===== src/rtl/pipelined_barrel_shifter_pkg.sv =====
// barrel_pkg: shared operation encoding for the pipelined barrel shifter
package barrel_pkg;
  localparam int MODE_W = 2;
  typedef enum logic [MODE_W-1:0] {
    LSL = 2'd0,
    LSR = 2'd1,
    ASR = 2'd2,
    ROR = 2'd3
  } shift_mode_t;
endpackage


===== src/rtl/pipelined_barrel_shifter_if.sv =====
// pipelined_barrel_shifter_if: request/result handshake bundle of the barrel shifter
interface pipelined_barrel_shifter_if
  import barrel_pkg::*;
#(
  parameter int WIDTH = 32,
  parameter int AMT_W = 8
) ();
  logic             in_valid;
  logic             in_ready;
  logic [WIDTH-1:0] data_in;
  logic [AMT_W-1:0] amt;
  shift_mode_t      mode;
  logic             out_valid;
  logic             out_ready;
  logic [WIDTH-1:0] data_out;
  logic             zero;
  modport master (
    output in_valid, data_in, amt, mode, out_ready,
    input  in_ready, out_valid, data_out, zero
  );
  modport slave (
    input  in_valid, data_in, amt, mode, out_ready,
    output in_ready, out_valid, data_out, zero
  );
endinterface


===== src/rtl/pipelined_barrel_shifter_shift_stage.sv =====
// shift_stage: one registered conditional shift by DIST, consuming the low amount bit
module shift_stage
  import barrel_pkg::*;
#(
  parameter int WIDTH = 32,
  parameter int DIST  = 1,
  parameter int SH_W  = 5
) (
  input  logic             clk,
  input  logic             rst,
  input  logic             en_i,
  input  logic             valid_i,
  input  logic [WIDTH-1:0] data_i,
  input  shift_mode_t      mode_i,
  input  logic [SH_W-1:0]  amt_i,
  output logic             valid_o,
  output logic [WIDTH-1:0] data_o,
  output shift_mode_t      mode_o,
  output logic [SH_W-1:0]  amt_o,
  output logic             zero_o
);
  logic             valid_q, zero_q;
  logic [WIDTH-1:0] data_q, data_d, asr;
  shift_mode_t      mode_q;
  logic [SH_W-1:0]  amt_q;
  // shift by DIST in the selected mode when the current amount bit is set
  always_comb begin
    asr    = $signed(data_i) >>> DIST;
    data_d = !amt_i[0]      ? data_i :
             mode_i == LSL  ? data_i << DIST :
             mode_i == LSR  ? data_i >> DIST :
             mode_i == ASR  ? asr :
                              (data_i >> DIST) | (data_i << (WIDTH - DIST));
  end
  // stage register; frozen while the output is stalled
  always_ff @(posedge clk) begin
    if (rst) begin
      valid_q <= 1'b0;
      data_q  <= '0;
      zero_q  <= 1'b0;
      mode_q  <= LSL;
      amt_q   <= '0;
    end else if (en_i) begin
      valid_q <= valid_i;
      data_q  <= data_d;
      zero_q  <= valid_i && data_d == '0;
      mode_q  <= mode_i;
      amt_q   <= amt_i >> 1;
    end
  end
  assign valid_o = valid_q;
  assign data_o  = data_q;
  assign zero_o  = zero_q;
  assign mode_o  = mode_q;
  assign amt_o   = amt_q;
endmodule


===== src/rtl/pipelined_barrel_shifter.sv =====
// pipelined_barrel_shifter: log2(WIDTH)-stage shifter with valid/ready flow control
module pipelined_barrel_shifter
  import barrel_pkg::*;
#(
  parameter int WIDTH = 32,
  parameter int AMT_W = 8
) (
  input logic clk,
  input logic rst,
  pipelined_barrel_shifter_if.slave bus
);
  localparam int LAT = $clog2(WIDTH);
  logic                        en, big, unused;
  logic [LAT:0]                v_s;
  logic [LAT:0][WIDTH-1:0]     d_s;
  shift_mode_t [LAT:0]         m_s;
  logic [LAT:0][LAT-1:0]       a_s;
  logic [LAT-1:0]              z_s;
  assign en           = !v_s[LAT] || bus.out_ready;
  assign bus.in_ready = en;
  assign bus.out_valid = v_s[LAT];
  assign bus.data_out = d_s[LAT];
  assign bus.zero     = z_s[LAT-1];
  assign big          = {1'b0, bus.amt} >= (AMT_W + 1)'(WIDTH);
  assign v_s[0]       = bus.in_valid;
  assign m_s[0]       = bus.mode;
  assign a_s[0]       = bus.amt[LAT-1:0];
  // oversized non-rotate shifts saturate up front; the stages then leave the value unchanged
  assign d_s[0] = big && bus.mode != ROR ?
                  (bus.mode == ASR ? {WIDTH{bus.data_in[WIDTH-1]}} : '0) : bus.data_in;
  for (genvar k = 0; k < LAT; k++) begin : g_stage
    shift_stage #(.WIDTH(WIDTH), .DIST(1 << k), .SH_W(LAT)) u_stage (
      .clk(clk), .rst(rst), .en_i(en),
      .valid_i(v_s[k]), .data_i(d_s[k]), .mode_i(m_s[k]), .amt_i(a_s[k]),
      .valid_o(v_s[k+1]), .data_o(d_s[k+1]), .mode_o(m_s[k+1]), .amt_o(a_s[k+1]),
      .zero_o(z_s[k])
    );
  end
  assign unused = ^{m_s[LAT], a_s[LAT], z_s[LAT-2:0]};
endmodule


===== src/flat_wrapper.sv =====
// flat-port wrapper written by rule: the top's interface ports become plain ports
module pipelined_barrel_shifter_flat import barrel_pkg::*;
#(
  parameter int WIDTH = 32,
  parameter int AMT_W = 8
)
  (clk, rst, bus_in_valid, bus_data_in, bus_amt, bus_mode, bus_out_ready, bus_in_ready, bus_out_valid, bus_data_out, bus_zero);
  pipelined_barrel_shifter_if #(.WIDTH(WIDTH), .AMT_W(AMT_W)) bus_i ();
  input logic clk;
  input logic rst;
  input wire logic [$bits(bus_i.in_valid)-1:0] bus_in_valid;
  input wire logic [$bits(bus_i.data_in)-1:0] bus_data_in;
  input wire logic [$bits(bus_i.amt)-1:0] bus_amt;
  input wire logic [$bits(bus_i.mode)-1:0] bus_mode;
  input wire logic [$bits(bus_i.out_ready)-1:0] bus_out_ready;
  output wire logic [$bits(bus_i.in_ready)-1:0] bus_in_ready;
  output wire logic [$bits(bus_i.out_valid)-1:0] bus_out_valid;
  output wire logic [$bits(bus_i.data_out)-1:0] bus_data_out;
  output wire logic [$bits(bus_i.zero)-1:0] bus_zero;
  assign bus_i.in_valid = bus_in_valid;
  assign bus_i.data_in = bus_data_in;
  assign bus_i.amt = bus_amt;
  assign bus_i.mode = bus_mode;
  assign bus_i.out_ready = bus_out_ready;
  assign bus_in_ready = bus_i.in_ready;
  assign bus_out_valid = bus_i.out_valid;
  assign bus_data_out = bus_i.data_out;
  assign bus_zero = bus_i.zero;
  pipelined_barrel_shifter #(.WIDTH(WIDTH), .AMT_W(AMT_W)) u_core (.clk(clk), .rst(rst), .bus(bus_i));
endmodule

===== config.mk =====
export PLATFORM = sky130hd
export DESIGN_NAME = pipelined_barrel_shifter_flat
export DESIGN_NICKNAME = d
export VERILOG_FILES = /design/src/rtl/pipelined_barrel_shifter_pkg.sv /design/src/rtl/pipelined_barrel_shifter_if.sv /design/src/rtl/pipelined_barrel_shifter_shift_stage.sv /design/src/rtl/pipelined_barrel_shifter.sv /design/src/flat_wrapper.sv
export SDC_FILE = /design/constraint.sdc
export NUM_CORES = 1
export LEC_CHECK = 0
export BUFFER_PORTS_ARGS = -buffer_cell sky130_fd_sc_hd__buf_2
export CORE_MARGIN = 2
export CORE_UTILIZATION = 61
export CTS_CLUSTER_DIAMETER = 100
export DETAILED_ROUTE_END_ITERATION = 7
export GPL_TIMING_DRIVEN = 0
export HOLD_SLACK_MARGIN = 0.1
export PLACE_DENSITY = 0.81
export SLEW_MARGIN = 40
export SYNTH_ARGS = -nofsm -noshare
export SYNTH_HDL_FRONTEND = slang
export SYNTH_SLANG_ARGS = --single-unit

===== constraint.sdc =====
create_clock -name clk -period 2.3 [get_ports clk]
set_clock_uncertainty 0.05 [all_clocks]
set_input_delay 0.575 -clock clk [delete_from_list [all_inputs] [get_ports clk]]
set_output_delay 0.575 -clock clk [all_outputs]
set_load 0.005 [all_outputs]

==> results.ini, run 1 <==
[status]
status=complete, no violations

[worst_setup_path]
crit_fanout=10
start_kind=flop
worstPathArrival_ns=2.47
end_kind=flop
crit_type=reg2reg
cp_data_required_time_ns=2.57

[die]
die_w_um=133.1
die-area_um2=17710
dieHeight_um=133.1
fp-row-count=47
initial_core_util_pct=61.96
num_io_pins=81
core-area_um2=16410

[layout]
num-fill-cells=1454
n_antenna_cell=0
area_delta_synth_final_pct=11.82
final_area_um2=11370
nNetsFinal=1562
drive_gt1_share_pct=11.85
multiInputGateArea_um2=5560
fin_util_pct=69.28
seqCellArea_um2=3684

[power]
ir_drop_v=0.0006125
p_per_area_nw_per_um2=659.5
leakage_nw=4.082
finalPower_mw=7.497

[detailed_routing]
via_per_inst=6.416
vias=11220
routedWlPerCell_um=20.02
routed_wl_mm=34.99
ant_nets=0
drt_iter0_markers=1255
drc=0
drt-pass1-iter-count=8

[synthesis]
synth_nets=1468
synth_cell_types=51
syn_area_um2=10170
ys_warn_count=0
yosysTopAreaCell=dfxtp_1
synth_edf_count=0
ys_seq_area_share_pct=36.23
netlist_instances=1422
synth.top_cell.area_share_pct=36.23
netlist_top_cells_area=dfxtp_1 (36%), nand2_1 (8.9%), nor2_1 (8.2%)
async_reset_ff_share_pct=0
ys.flop_type=dfxtp_1
ys_ff_latch=184
yosys-top-cells-count=nand2_1 (242), nor2_1 (222), dfxtp_1 (184)
avgSynthCellArea_um2=7.149
yosysMostFrequentCell=nand2_1

[clocking]
clock_sinks=184
cts.root.buffer_cell=clkbuf_16
cts-buffers-inserted=17
clk-insertion-delay-late_ns=0.44
postCtsSetupBuffers=0
htree_levels=4
clockBufferDepth=2
cts.clk_slew.worst_paths_ns=0.07
cts_tree=done

[timing]
min_period_ns=2.201
slew_violations=0
period_share_pct=95.68
grt_setup_unrepaired=false
relSlewSlack_pct=45.20
hold_violations=0
setup_viol=0
fmax_mhz=454.4
tightest_slew_ns=0.8220
layout_setup_ws_ns=0.09932

[placed_design]
dpl.hpwl_mm=26.16
globalplace.congestion=1.010
dpl_cell_area_um2=10830
portBuffers=77
pre_cts_ws_ns=-0.2545

[grt]
grt_max_degree=26
gr-total-overflow=0
antenna_found_initial=0
grtUsageTotal_pct=38.81
grt_pass1_wl_mm=54.16
grt_pass1_vias=10170

[flow_run]
max_cap_violations=0

[worst_hold_path]
hold_class=in2reg

sequential cells by signal (all words and copies together) (netlist names):
name	count
u_core.g_stage.u_stage.zero_o	1
u_core.g_stage.u_stage.valid_o	5
u_core.g_stage.u_stage.mode_o	8
u_core.g_stage.u_stage.data_o	160
u_core.g_stage.u_stage.amt_o	10
power breakdown:
| group | switching (mW) | internal, mW | total (mW) |
|---|---|---|---|
| registers | 0.221 | 3.35 | 3.58 |
| logic | 0.674 | 0.433 | 1.11 |
| clock network | 1.30 | 1.52 | 2.81 |
| total | 2.19 | 5.30 | 7.50 |
metal layers:
metal / share of wire (%) / vias up / global-route usage, %
met5: 0 / - / 0
met4: 5.7 / 0 / 20.09
met3: 7.9 / 138 / 6.355
met2: 46 / 644 / 63.47
met1: 40 / 5206 / 49.72
li1: - / 5227 / -
layout by cell type (no fill, tap or decap), drive strengths merged, types with 4 or more instances in the layout:
cell type and count:
nand2 242, nor2 224, dfxtp 184, a21oi 161
buf 142, clkbuf 132, a311oi 88, o21ai 55
nor3 53, a211oi 42, a31oi 20, inv 17
mux2i 16, nand4 14, nand2b 13, a221oi 13
nor2b 13, a211o 12, o211ai 11, o221ai 10
o22ai 9, nand3 8, nor4 7, o21a 6
clkinv 6, a22oi 5, or2 4
layout make-up:
cell class	count	share of cell area, %
Multi-Input combinational cell	1045	48.92
Sequential cell	184	32.40
Buffer	177	7.617
Clock buffer	20	3.930
Timing Repair Buffer	77	3.390
Tap cell	220	2.422
Clock inverter	11	0.8586
Inverter	14	0.4623
cell families (layout without fill, tap and decap cells):
kind of cell,after synthesis,in the layout,share of synthesized area [%]
DFF,184,184,36.23
and+or+nand+nor,586,586,24.21
buffers and inverters,193,299,9.095
muxes,17,17,1.686
AOI/OAI and AO/OA,442,442,28.78
final timing paths:
path                                          endpoint  cells after the start                              start  slack (ns)
hold / removal       u_core.g_stage[0].u_stage.valid_o                      3                       bus_in_valid        0.33
setup / recovery  u_core.g_stage[1].u_stage.data_o[26]                      6  u_core.g_stage[4].u_stage.valid_o         0.1
hold reg to reg      u_core.g_stage[0].u_stage.valid_o                      2  u_core.g_stage[0].u_stage.valid_o        0.40
setup reg to reg  u_core.g_stage[1].u_stage.data_o[26]                      6  u_core.g_stage[4].u_stage.valid_o         0.1
worst max-delay path, stage by stage, from the launching register on:
cell	delay (ns)
dfxtp_1	0.33
nor2b_2	0.25
clkbuf_1	0.57
clkbuf_1	0.49
a311oi_1	0.16
a21oi_1	0.17
nor2_1	0.05
stage by stage:
stage,setup TNS (ns),hold WS [ns],instances
after CTS,0,0.3275,1748
after global routing,0,0.3316,1748
after detailed placement,-21.02,0.3957,1719
after floorplan,0,0.3821,1422
final,0,0.3252,1748
after global placement,-17.43,0.3898,1719
repair_timing:
action                     4_1_cts  5_1_grt
hold buffers                     0        0
setup endpoints to repair        1        1
hold endpoints to repair         0        0
resized for setup                1        2
Note: power is estimated with default switching activity, not from simulation.
==> inputs of run 2 (changes only) <==
--- a/config.mk
+++ b/config.mk
@@ -6,12 +6,14 @@
 export NUM_CORES = 1
 export LEC_CHECK = 0
+export ABC_AREA = 1
 export BUFFER_PORTS_ARGS = -buffer_cell sky130_fd_sc_hd__buf_2
 export CORE_MARGIN = 2
-export CORE_UTILIZATION = 61
+export CORE_UTILIZATION = 60
 export CTS_CLUSTER_DIAMETER = 100
 export DETAILED_ROUTE_END_ITERATION = 7
 export GPL_TIMING_DRIVEN = 0
 export HOLD_SLACK_MARGIN = 0.1
-export PLACE_DENSITY = 0.81
+export PLACE_DENSITY = 0.8
+export REMOVE_ABC_BUFFERS = 1
 export SLEW_MARGIN = 40
 export SYNTH_ARGS = -nofsm -noshare
==> constraint.sdc (replaced) <==
create_clock -name clk -period 2.3 [get_ports clk]
set_clock_uncertainty 0.05 [all_clocks]
set_input_delay 0 -clock clk [delete_from_list [all_inputs] [get_ports clk]]
set_output_delay 0 -clock clk [all_outputs]
set_load 0.005 [all_outputs]
==> run 2 against run 1 <==
  * Synthesized area is 6.2% lower
  * Via count decreased by 16%
  * Power shrank 3.2%
  * Critical path type unchanged
  * Largest power group unchanged
==> results.ini, run 2 <==
[detailed_routing]
topRoutingLayerUsed=met4
m1WireLength_mm=10.42
drc=0
wl_met3_mm=1.124
drt-pass1-iter-count=7
via_per_inst=5.818
routed_wl_mm=24.13
ant_nets=0
vias=9408
drt_iter0_markers=825
routedWlPerCell_um=14.92
wl_met2_mm=11.90

[worst_setup_path]
cp_cell_sequence=inv_1 > or2_4 > buf_12 > buf_12 > inv_6 > o21ai_0 > a21oi_1
startpoint=u_core.g_stage[4].u_stage.valid_o
crit_path_frequent_cell=buf_12
crit_type=reg2reg
worstPathArrival_ns=2.45
crit_fanout=69
r2r_slack_ns=0.16
cp_data_required_time_ns=2.61
reg2reg_to=u_core.g_stage[3].u_stage.mode_o[1]
cp_top_family=buffers and inverters
crit_path_top_delay_cell=inv_6
start_kind=flop
r2r-start=u_core.g_stage[4].u_stage.valid_o
cpPeakStageDelay_ns=0.42
end_kind=flop
reg2regPathDepth=7
crit_buf_inv=4

[placed_design]
dpl.hpwl_mm=15.02
portBuffers=80
dp_cells=1544
dpl_cell_area_um2=9687
globalplace.congestion=0.8982

[timing]
tightest_slew_ns=0.7483
period_share_pct=93.23
relSlewSlack_pct=50.04
hold_violations=0
slew_violations=0
min_period_ns=2.144
fmax_mhz=466.3
setup_viol=0
grt_setup_unrepaired=false

[power]
leakage_nw=4.191
finalPower_mw=7.258
p_per_area_nw_per_um2=681.2
ir_drop_v=0.0005953

[layout]
drive_gt1_share_pct=11.28
layout_commonest_cell=o21ai_0
final_cell_mix=o21ai_0 (318), dfxtp_1 (182), nand2_1 (166)
largest_reg_flops=160
area_delta_synth_final_pct=11.71
nNetsFinal=1435
n_antenna_cell=0
fin_cells=1617
final_area_um2=10660

[synthesis]
ys_ff_latch=184
synth_cell_types=33
synth.top_cell.area_share_pct=38.62
yosysMostFrequentCell=o21ai_0
yosys-top-cells-count=o21ai_0 (318), dfxtp_1 (184), nand2_1 (167)
avgSynthCellArea_um2=6.872
yosysTopAreaCell=dfxtp_1
netlist_instances=1388
async_reset_ff_share_pct=0
netlist_top_cells_area=dfxtp_1 (39%), o21ai_0 (17%), a21oi_1 (8.1%)
ys_seq_area_share_pct=38.62
ys.flop_type=dfxtp_1
ys_warn_count=0
synth_edf_count=0
syn_area_um2=9538

[grt]
grt_pass1_wl_mm=39.18
gr-total-overflow=0
grt_pass1_vias=8314
grtUsageTotal_pct=28.34
antenna_found_initial=0
grt_max_degree=124

[die]
core-area_um2=15710
dieHeight_um=130.1
num_io_pins=81
fp-row-count=46
die_w_um=130.1
initial_core_util_pct=60.70
die-area_um2=16920

[status]
status=complete, no violations

[clocking]
cts.clk_slew.worst_paths_ns=0.07
cts.root.buffer_cell=clkbuf_16
cts-buffers-inserted=17
cts_tree=done
htree_levels=4
clk-insertion-delay-late_ns=0.43
clock_sinks=184
clockBufferDepth=2

[worst_hold_path]
hold_class=in2reg
whs_path_depth=5
holdPathEnd=u_core.g_stage[0].u_stage.data_o[29]
hp-start=bus_data_in[28]

[flow_run]
max_cap_violations=0

[run 2: layout make-up]
class,instances,area (µm²)
clock buffers,22,474.2
clock inverters,9,68.82
fillers,1356,5057
inverters,100,400.4
multi-input cells,957,4770
flip-flops and latches,184,3686
well taps,216,270.3
repair buffers,129,985.9
[run 2: what timing repair did]
| item | in CTS | in global routing |
|---|---|---|
| hold endpoints to repair | 81 | 0 |
| gates resized for setup | 3 | 2 |
| setup buffers | 0 | 0 |
| setup endpoints to repair | 26 | 48 |
| cloned | 0 | 2 |
| pin swaps | 0 | 2 |
| hold buffers | 40 | 0 |
[run 2: power breakdown]
part	internal [mW]	switching [mW]
clock network	1.47	1.24
logic	0.388	0.593
registers	3.38	0.192
total	5.24	2.02
[run 2: worst reg2reg max path, stage by stage, from the launching register on]
cell	delay (ns)
dfxtp_1	0.32
inv_1	0.04
or2_4	0.38
buf_12	0.24
buf_12	0.21
inv_6	0.45
o21ai_0	0.21
a21oi_1	0.17
[run 2: worst max-delay path by stage]
stage,to,cells past startpoint
after floorplan,u_core.g_stage[0].u_stage.amt_o[0],5
after global placement,u_core.g_stage[1].u_stage.mode_o[0],5
after detailed placement,u_core.g_stage[3].u_stage.data_o[30],5
after CTS,u_core.g_stage[3].u_stage.data_o[25],5
after global routing,u_core.g_stage[4].u_stage.zero_o,10
final,u_core.g_stage[3].u_stage.mode_o[1],7
[run 2: metrics by stage]
stage               setup WS, ns  hold slack [ns]  utilization [%]  setup TNS, ns
floorplan                 -4.633          0.01244                -        -622.67
global placement          -8.284           0.1416            60.15       -1068.02
detailed placement       -0.6628           0.1800            61.65         -5.555
CTS                      0.01276           0.1033            67.70              0
global route             0.02727           0.1490            67.81              0
finish                    0.1557           0.1236            67.81              0
[run 2: routing by layer]
layer  global-route usage [%]  vias to the layer above
met3                    4.920                       54
li1                         -                     4753
met4                    13.41                        0
met1                    34.39                     4295
met2                    48.91                      306
met5                        0                        -
[run 2: cell families (layout without fill, tap and decap cells)]
group,count (synthesis),after routing,share of synthesized area [%]
AOI/OAI and AO/OA,610,610,34.61
buffers and inverters,249,260,11.92
DFF,184,184,38.62
and+or+nand+nor,345,347,14.85
